### src/rtl/ai_accel_pkg.sv
// Shared constants and types for the AI accelerator Wishbone responder.
// Provides register index map, STATUS bit positions, decoded region type
// and the bus FSM state type.
package ai_accel_pkg;

    // Register window word indices
    localparam int unsigned IDX_OP   = 0;
    localparam int unsigned IDX_WA   = 1;
    localparam int unsigned IDX_HA   = 2;
    localparam int unsigned IDX_WB   = 3;
    localparam int unsigned IDX_HB   = 4;
    localparam int unsigned IDX_GO   = 5;
    localparam int unsigned IDX_MEM0 = 6;

    // STATUS register bit positions
    localparam int unsigned ST_BUSY = 0;
    localparam int unsigned ST_DONE = 1;
    localparam int unsigned ST_ERR  = 2;

    typedef enum logic [2:0] {
        RGN_CTRL,
        RGN_GO,
        RGN_MEM,
        RGN_RES,
        RGN_NONE
    } region_t;

    typedef enum logic [1:0] {
        S_IDLE,
        S_REQ,
        S_ACK,
        S_HOLD
    } state_t;

endpackage

### src/rtl/ai_accel_addr_decode.sv
// Combinational address decoder for the accelerator window.
// Ports:
//   addr     - Wishbone byte address
//   region   - decoded region (control, GO/STATUS, operand RAM, result RAM, unmapped)
//   ctrl_idx - control register index (valid for RGN_CTRL)
//   mem_idx  - operand RAM word index (valid for RGN_MEM)
//   res_idx  - result RAM word index (valid for RGN_RES)
module ai_accel_addr_decode
    import ai_accel_pkg::*;
#(
    parameter logic [31:0] BASE_ADDR    = 32'h3200_0000,
    parameter int unsigned IN_MEM_SIZE  = 64,
    parameter int unsigned OUT_MEM_SIZE = 32
) (
    input  logic [31:0]                     addr,
    output region_t                         region,
    output logic [2:0]                      ctrl_idx,
    output logic [$clog2(IN_MEM_SIZE)-1:0]  mem_idx,
    output logic [$clog2(OUT_MEM_SIZE)-1:0] res_idx
);

    localparam int unsigned MAW = $clog2(IN_MEM_SIZE);
    localparam int unsigned RAW = $clog2(OUT_MEM_SIZE);

    logic [31:0] idx;

    // Addresses below BASE_ADDR wrap to a huge index and fall into unmapped.
    assign idx      = (addr - BASE_ADDR) >> 2;
    assign ctrl_idx = idx[2:0];
    assign mem_idx  = idx[MAW-1:0];
    assign res_idx  = RAW'(idx - IN_MEM_SIZE);

    always_comb begin
        region = RGN_NONE;
        if (idx < IDX_GO)
            region = RGN_CTRL;
        else if (idx == IDX_GO)
            region = RGN_GO;
        else if (idx < IN_MEM_SIZE)
            region = RGN_MEM;
        else if (idx < IN_MEM_SIZE + OUT_MEM_SIZE)
            region = RGN_RES;
    end

endmodule

### src/rtl/ai_accel_wb_responder.sv
// Wishbone slave front-end for the AI accelerator: control registers,
// GO/STATUS, operand RAM write/read and result RAM read.
// Ports:
//   wb_clk_i, wb_rst_i (sync, active-low)
//   wb_addr_i/wb_we_i/wb_data_i/wb_stb -> request; wb_data_o/wb_ack -> response
//   op_o, wa_o, ha_o, wbm_o, hbm_o     -> control register values
//   start_o / core_done_i              -> core handshake
//   mem_addr_o/mem_we_o/mem_wdata_o/mem_rdata_i -> operand RAM (1-cycle read)
//   res_addr_o/res_rdata_i             -> result RAM (1-cycle read)
module ai_accel_wb_responder
    import ai_accel_pkg::*;
#(
    parameter logic [31:0] BASE_ADDR    = 32'h3200_0000,
    parameter int unsigned IN_MEM_SIZE  = 64,
    parameter int unsigned OUT_MEM_SIZE = 32,
    parameter int unsigned TYPE_BW      = 16
) (
    input  logic                            wb_clk_i,
    input  logic                            wb_rst_i,
    input  logic [31:0]                     wb_addr_i,
    input  logic                            wb_we_i,
    input  logic [31:0]                     wb_data_i,
    input  logic                            wb_stb,
    output logic [31:0]                     wb_data_o,
    output logic                            wb_ack,
    output logic [7:0]                      op_o,
    output logic [7:0]                      wa_o,
    output logic [7:0]                      ha_o,
    output logic [7:0]                      wbm_o,
    output logic [7:0]                      hbm_o,
    output logic                            start_o,
    input  logic                            core_done_i,
    output logic [$clog2(IN_MEM_SIZE)-1:0]  mem_addr_o,
    output logic                            mem_we_o,
    output logic [TYPE_BW-1:0]              mem_wdata_o,
    input  logic [TYPE_BW-1:0]              mem_rdata_i,
    output logic [$clog2(OUT_MEM_SIZE)-1:0] res_addr_o,
    input  logic [TYPE_BW-1:0]              res_rdata_i
);

    state_t      state;
    region_t     region;
    logic [2:0]  ctrl_idx;
    logic        busy, done, err;
    logic [31:0] rdata;
    logic        unused_wdata_hi;

    assign unused_wdata_hi = ^wb_data_i[31:TYPE_BW];

    ai_accel_addr_decode #(
        .BASE_ADDR   (BASE_ADDR),
        .IN_MEM_SIZE (IN_MEM_SIZE),
        .OUT_MEM_SIZE(OUT_MEM_SIZE)
    ) u_decode (
        .addr    (wb_addr_i),
        .region  (region),
        .ctrl_idx(ctrl_idx),
        .mem_idx (mem_addr_o),
        .res_idx (res_addr_o)
    );

    // RAM addresses are decoded straight from the held request address, so
    // read data is already valid in REQ and can be captured on entry to ACK.
    always_comb begin
        rdata = '0;
        case (region)
            RGN_CTRL: begin
                case (ctrl_idx)
                    3'(IDX_OP): rdata[7:0] = op_o;
                    3'(IDX_WA): rdata[7:0] = wa_o;
                    3'(IDX_HA): rdata[7:0] = ha_o;
                    3'(IDX_WB): rdata[7:0] = wbm_o;
                    3'(IDX_HB): rdata[7:0] = hbm_o;
                    default:    rdata = '0;
                endcase
            end
            RGN_GO: begin
                rdata[ST_BUSY] = busy;
                rdata[ST_DONE] = done;
                rdata[ST_ERR]  = err;
            end
            RGN_MEM: rdata = {{(32-TYPE_BW){mem_rdata_i[TYPE_BW-1]}}, mem_rdata_i};
            RGN_RES: rdata = {{(32-TYPE_BW){res_rdata_i[TYPE_BW-1]}}, res_rdata_i};
            default: rdata = '0;
        endcase
    end

    always_ff @(posedge wb_clk_i) begin
        if (!wb_rst_i) begin
            state       <= S_IDLE;
            wb_ack      <= 1'b0;
            wb_data_o   <= '0;
            start_o     <= 1'b0;
            mem_we_o    <= 1'b0;
            mem_wdata_o <= '0;
            op_o        <= '0;
            wa_o        <= '0;
            ha_o        <= '0;
            wbm_o       <= '0;
            hbm_o       <= '0;
            busy        <= 1'b0;
            done        <= 1'b0;
            err         <= 1'b0;
        end else begin
            wb_ack   <= 1'b0;
            start_o  <= 1'b0;
            mem_we_o <= 1'b0;

            if (core_done_i) begin
                busy <= 1'b0;
                done <= 1'b1;
            end

            case (state)
                // The access is launched on the edge that leaves IDLE so that
                // start_o / mem_we_o are high during the REQ cycle itself; a
                // GO here is placed after core_done_i handling so GO wins.
                S_IDLE: begin
                    if (wb_stb) begin
                        state <= S_REQ;
                        if (wb_we_i) begin
                            if (busy && (region == RGN_CTRL || region == RGN_GO ||
                                         region == RGN_MEM)) begin
                                err <= 1'b1;
                            end else begin
                                case (region)
                                    RGN_CTRL: begin
                                        case (ctrl_idx)
                                            3'(IDX_OP): op_o  <= wb_data_i[7:0];
                                            3'(IDX_WA): wa_o  <= wb_data_i[7:0];
                                            3'(IDX_HA): ha_o  <= wb_data_i[7:0];
                                            3'(IDX_WB): wbm_o <= wb_data_i[7:0];
                                            3'(IDX_HB): hbm_o <= wb_data_i[7:0];
                                            default: ;
                                        endcase
                                    end
                                    RGN_GO: begin
                                        start_o <= 1'b1;
                                        busy    <= 1'b1;
                                        done    <= 1'b0;
                                        err     <= 1'b0;
                                    end
                                    RGN_MEM: begin
                                        mem_we_o    <= 1'b1;
                                        mem_wdata_o <= wb_data_i[TYPE_BW-1:0];
                                    end
                                    default: ;
                                endcase
                            end
                        end
                    end
                end
                S_REQ: begin
                    state     <= S_ACK;
                    wb_ack    <= 1'b1;
                    wb_data_o <= wb_we_i ? '0 : rdata;
                end
                S_ACK:  state <= S_HOLD;
                S_HOLD: if (!wb_stb) state <= S_IDLE;
                default: state <= S_IDLE;
            endcase
        end
    end

endmodule

### config.mk
export PLATFORM = sky130hd
export DESIGN_NAME = ai_accel_wb_responder
export DESIGN_NICKNAME = d
export VERILOG_FILES = /design/src/rtl/ai_accel_pkg.sv /design/src/rtl/ai_accel_addr_decode.sv /design/src/rtl/ai_accel_wb_responder.sv
export SDC_FILE = /design/constraint.sdc
export NUM_CORES = 1
export LEC_CHECK = 0
export ABC_AREA = 1
export CORE_MARGIN = 1
export CORE_UTILIZATION = 49
export CTS_BUF_LIST = sky130_fd_sc_hd__clkbuf_2
export CTS_CLUSTER_SIZE = 12
export DETAILED_ROUTE_END_ITERATION = 10
export DONT_BUFFER_PORTS = 1
export PLACE_DENSITY = 0.76
export SKIP_CTS_REPAIR_TIMING = 1
export SYNTH_ARGS = -nofsm -noshare
export SYNTH_HDL_FRONTEND = slang
export SYNTH_SLANG_ARGS = --single-unit
### constraint.sdc
create_clock -name wb_clk_i -period 3.3 [get_ports wb_clk_i]
set_input_delay 0.825 -clock wb_clk_i [delete_from_list [all_inputs] [get_ports wb_clk_i]]
set_output_delay 0.825 -clock wb_clk_i [all_outputs]
set_load 0.03 [all_outputs]
[Yosys cells after proc, flatten, opt, wreduce, memory -nomap -nowiden]
Index checks and enable logic that the tools add are counted.
Word-level totals
  flip-flop bits (word level): 96
  input bits: 101
  output and inout port bits: 102
  word-level logic and storage cells: 81
Cells by class
  $add $sub $neg: 2
  order comparisons: 3
  eq/ne operators: 13
  mux-type cells: 28
  bitwise logic cells: 5
  reductions and logical operators: 16
Operators with widths (count)
  29-bit one-hot mux with 3 select lines: 1
  30-bit by 7-bit less-than comparator with 1-bit output, second input constant: 2
  8-bit one-hot mux with 5 select lines: 1
  32-bit two-way mux: 1
  32-bit by 30-bit subtractor with 32-bit output, second input constant: 1
  30-bit by 3-bit == test with 1-bit output, second input constant: 1
  30-bit by 3-bit less-than comparator with 1-bit output, second input constant: 1
  6-bit AND reduction: 5
  1-bit two-way mux: 17
  3-bit by 2-bit == test with 1-bit output, second input constant: 4
  3-bit two-way mux: 4
  3-bit one-hot mux with 4 select lines: 1
  2-bit one-hot mux with 4 select lines: 1
  3-bit by 1-bit == test with 1-bit output, second input constant: 2
  3-bit zero test: 2
  1-bit NOT: 5
  5-bit AND reduction: 1
  5-bit OR reduction: 1
  5-bit by 1-bit subtractor with 5-bit output, second input constant: 1
  2-bit == test, second input constant: 2
  2-bit two-way mux: 2
  2-bit != test, second input constant: 2
  4-bit AND reduction: 1
  3-bit == test, second input constant: 1
  6 further kinds: 7

[Logic depth before layout (Yosys ltp)]
  depth in word-level cells: 14
  depth in mapped cells: 16
  mapped depth without buffers: 15

[By module]
From an unflattened synthesis, not the netlist that was laid out.
Unflattened totals
  cells, all modules: 594
  area, all modules: 4100.2 µm²
By module, submodules not included
  ai_accel_wb_responder: instances 1, cells each 513, area each 3686.0 µm²
  ai_accel_addr_decode: instances 1, cells each 81, area each 414.1 µm²

[Worst setup path before layout]
OpenSTA, ideal clock, no wires.
  path type: input-to-reg
  start point: input wb_addr_i[25]
  end point: register mem_wdata_o[10]
  library setup time: 0.116 ns
  arrival time: 2.247 ns
  required time: 3.184 ns
  setup slack: 0.937 ns
  stages: 14
  path buffers: 1
  path through: inv_1 > ha_1 > nand2_1 > nor2_1 > nand3_1 > nor2_4 > nand3_2 > inv_2 > nand3_2 > nor2_2 > nand2_2 > clkbuf_2 > o21ai_0 > nor2_1
On the way
  cells in the longest elaborated chain, start to end: 12
  elaborated cells on any way between the ends: 17
  those cells by class: add/sub: 1; order compare: 3; eq/ne: 3; mux: 4; bitwise: 1; reduce/logical: 5
RTL lines
  from (decl): RTL line ai_accel_wb_responder.sv:20  | input logic [31:0] wb_addr_i,
  32-bit by 30-bit subtractor with 32-bit output (*): RTL line ai_accel_addr_decode.sv:28  | assign idx = (addr - BASE_ADDR) >> 2;
  30-bit by 7-bit less-than comparator with 1-bit output: RTL line ai_accel_addr_decode.sv:41  | else if (idx < IN_MEM_SIZE + OUT_MEM_SIZE)
  3-bit two-way mux: RTL line ai_accel_addr_decode.sv:41
  3-bit two-way mux: RTL line ai_accel_addr_decode.sv:39  | else if (idx < IN_MEM_SIZE)
  3-bit two-way mux: RTL line ai_accel_addr_decode.sv:37  | else if (idx == IDX_GO)
  3-bit two-way mux (*): RTL line ai_accel_addr_decode.sv:35  | if (idx < IDX_GO)
  3-bit by 1-bit == test with 1-bit output or 3-bit zero test (tied branches): RTL line ai_accel_wb_responder.sv:122  | if (busy && (region == RGN_CTRL || region == RGN_GO ||
  1-bit logical OR (2 in series): RTL line ai_accel_wb_responder.sv:122
  1-bit logical AND: RTL line ai_accel_wb_responder.sv:122
  1-bit NOT (no source line)
  5-bit AND reduction (no source line) (*)
  to (signal assigned): RTL line ai_accel_wb_responder.sv:145  | mem_wdata_o <= wb_data_i[TYPE_BW-1:0];
  to (decl): RTL line ai_accel_wb_responder.sv:35  | output logic [TYPE_BW-1:0] mem_wdata_o,
Mark *: on every way between the ends. The rest lies on a longest branch, timed or not.
A chain may end at the register's enable or synchronous reset.

==> metrics.yaml <==
status: "finished, violations left"
violations: "design-rule violations"
power_frac_clock_pct: 28.0
viasPerCell: 5.475
post-route-util_pct: 50.47
core_area_um2: 8806
initial_core_util_pct: 51.12
drt_iter0_drc: 243
yosysUniqueCellTypes: 37
die_w_um: 97.85
rsz0062_at_grt: "false"
slew_violations: 0
cts_tree: "built"
placementRows: 34
p_leak_nw: 1.883
cp_slowest_cell: "dfxtp_4"
synth_seq_cells: 80
worstReg2RegStart: "state[1]$_SDFFE_PN0P_"
switching_share_pct: 33.13
setup_slack_ns: 0.7272
hp-start: "wb_rst_i"
grt_pass1_vias: 3992
cp_data_required_time_ns: 2.47
power_frac_comb_pct: 14.0
drive_gt1_share_pct: 7.622
grt_pass1_wl_um: 19410
yosysSeqAreaShare_pct: 35.58
synth_area_leaders: "dfxtp_1 (36%), nand2_1 (14%), nor2_1 (9.8%)"
clock_latency_ns: 0.52
holdPathEnd: "op_o[0]$_SDFFE_PN0P_"
r2r-end: "wb_data_o[9]$_SDFFE_PN0P_"
path_max_fanout: 10
critPathBufInv: 1
drc_errors: 36
skew_ns: 0.03179
hp-class: "primary input to flip-flop"
tightestPinTransition_ns: 0.8237
hpwl_um: 8896
avgSynthCellArea_um2: 6.543
ir_drop_uv: 194.5
cts_max_level: 3
netlist.area_leader.share_pct: 35.58
p_seq_share_pct: 58.0
hold-path-cell-count: 2
clk_pin_slew_worst_paths_ns: 0.25
crit_chain: "buf_12"
routed_wl_um: 12010
finalCritPeriodShare_pct: 77.96
ant_nets: 0
first_pass_iters: 7
dp_slack_ns: 0.4174
grtUsageTotal_pct: 25.33
syn_nets: 795
synth_top_cell_by_area: "dfxtp_1"
timing.fmax_mhz: 388.7
cp-start-kind: "flip-flop"
gr-total-overflow: 0
grt_max_degree: 62
r2r_slack_ns: 1.28
clk_path_buf_depth: 2
wire_per_inst_um: 15.72
tns_ns: 0
cp_top_family: "flip-flops"
gp_congestion: 0.8727
slew_headroom_pct: 44.78
post-route-min-period_ns: 2.573
design_area_um2: 4444
yosysMostFrequentCell: "nand2_1"
setup_violations: 0
synth_flop_cell: "dfxtp_1"
critical_path_class: "flip-flop to output pin"
hold_viol: 0
nets: 758
arrival_ns: 1.75
r2r_cells: 8
io-pin-count: 203
cp_slowest_stage_delay_ns: 0.82
power.switching_w: 0.0005722
antenna_found_initial: 0
dieArea_um2: 9575
dr_total_vias: 4183
synth_warnings: 0
async_reset_ff_share_pct: 0
numPortBuffers: 0
p_int_w: 0.001155
netlist_area_um2: 4502
cts_root_buf: "clkbuf_2"
clock_sinks: 80
maxCapViolations: 0
yosys-top-cells-count: "nand2_1 (169), nor2_1 (118), dfxtp_1 (80)"
die_h_um: 97.85
crit_path_end_kind: "output pin"
power_density_nw_per_um2: 388.6
area_delta_synth_final_pct: -1.279
cts_buffers: 9
syn_inst: 688
num_antenna_cells: 0
place_area_um2: 4344
synth_edf_count: 0
==> metal layers <==
metal | vias to the layer above | track usage (%) | wire length, um
met2 | 198 | 43.39 | 5826
met3 | 21 | 8.590 | 1261
met4 | 0 | 10.02 | 301
met1 | 1859 | 28.95 | 4623
met5 | - | 0 | 0
li1 | 2105 | - | -
==> sequential cells by signal, summed over array words and instances, names as in the netlist <==
name	count
mem_wdata_o	16
wb_data_o	16
ha_o	8
hbm_o	8
op_o	8
wa_o	8
wbm_o	8
state	2
busy	1
done	1
err	1
mem_we_o	1
start_o	1
wb_ack	1
==> placed cells by master (no fill, tap or decap) <==
cell          n
a211oi_1      1
a21oi_1      62
a22o_1        1
and3_1        1
buf_12        3
buf_4         6
clkbuf_2      9
clkinv_1      2
clkinv_2      2
clkinv_4      1
clkinvlp_4    1
dfxtp_1      79
dfxtp_4       1
ha_1          6
inv_1        50
inv_2         3
inv_4         1
inv_6         2
inv_8         1
nand2_1     169
nand2_2       2
nand3_1      72
nand3_2       5
nand3b_1      1
nand4_1      10
nor2_1      118
nor2_2        8
nor2_4        1
nor2_8        1
nor2b_1       1
nor3_1        3
nor3_2        1
nor3_4        2
o211ai_1      1
o21ai_0      24
o21ai_1       1
o21bai_1      1
o2bb2ai_1     1
o31ai_1       1
or2_1         1
==> cell families after synthesis <==
kind of cell	after synthesis	synth area share, %
simple gates	396	38.38
buf+inv	113	13.65
flops	80	35.58
compound gates	93	10.73
fa+ha+maj	6	1.668
==> cell type report <==
type	instances	area, um^2
multi-input combinational	495	2286
sequential	80	1605
clock inverter	7	55.05
tap	108	135.1
timing repair buffer	9	105.1
clock buffer	9	45.04
inverter	56	212.7
fill	924	4362
==> worst max-delay path by stage <==
stage / startpoint / endpoint / depth (start not counted)
finish: wb_data_o[30]$_SDFFE_PN0P_ / wb_data_o[28] / 1
global route: wb_data_o[30]$_SDFFE_PN0P_ / wb_data_o[19] / 1
CTS: wb_data_o[30]$_SDFFE_PN0P_ / wb_data_o[30] / 1
detailed placement: wb_addr_i[25] / wbm_o[5]$_SDFFE_PN0P_ / 12
global placement: wb_addr_i[25] / wa_o[3]$_SDFFE_PN0P_ / 12
floorplan: wb_addr_i[25] / mem_wdata_o[10]$_SDFFE_PN0P_ / 14
==> power by group through the flow <==
| stage | Combinational, W | Clock [W] | Sequential (W) |
|---|---|---|---|
| 5_1_grt | 0.000275 | 0.000540 | 0.00101 |
| 2_1_floorplan | 0.000212 | 0 | 0.00102 |
| 6_report | 0.000241 | 0.000484 | 0.00100 |
| 4_1_cts | 0.000242 | 0.000497 | 0.00100 |
| 3_3_place_gp | 0.000226 | 0 | 0.00102 |
| 3_5_place_dp | 0.000239 | 0 | 0.00102 |
==> per-stage QoR <==
stage,power (W),hold slack [ns],std cells
after CTS,0.001740,0.3371,764
after detailed placement,0.001258,0.4837,748
final,0.001727,0.3940,764
after global routing,0.001820,0.3261,764
after floorplan,0.001230,0.4550,688
after global placement,0.001244,0.4742,748
Note: power is estimated with default switching activity, not from simulation.
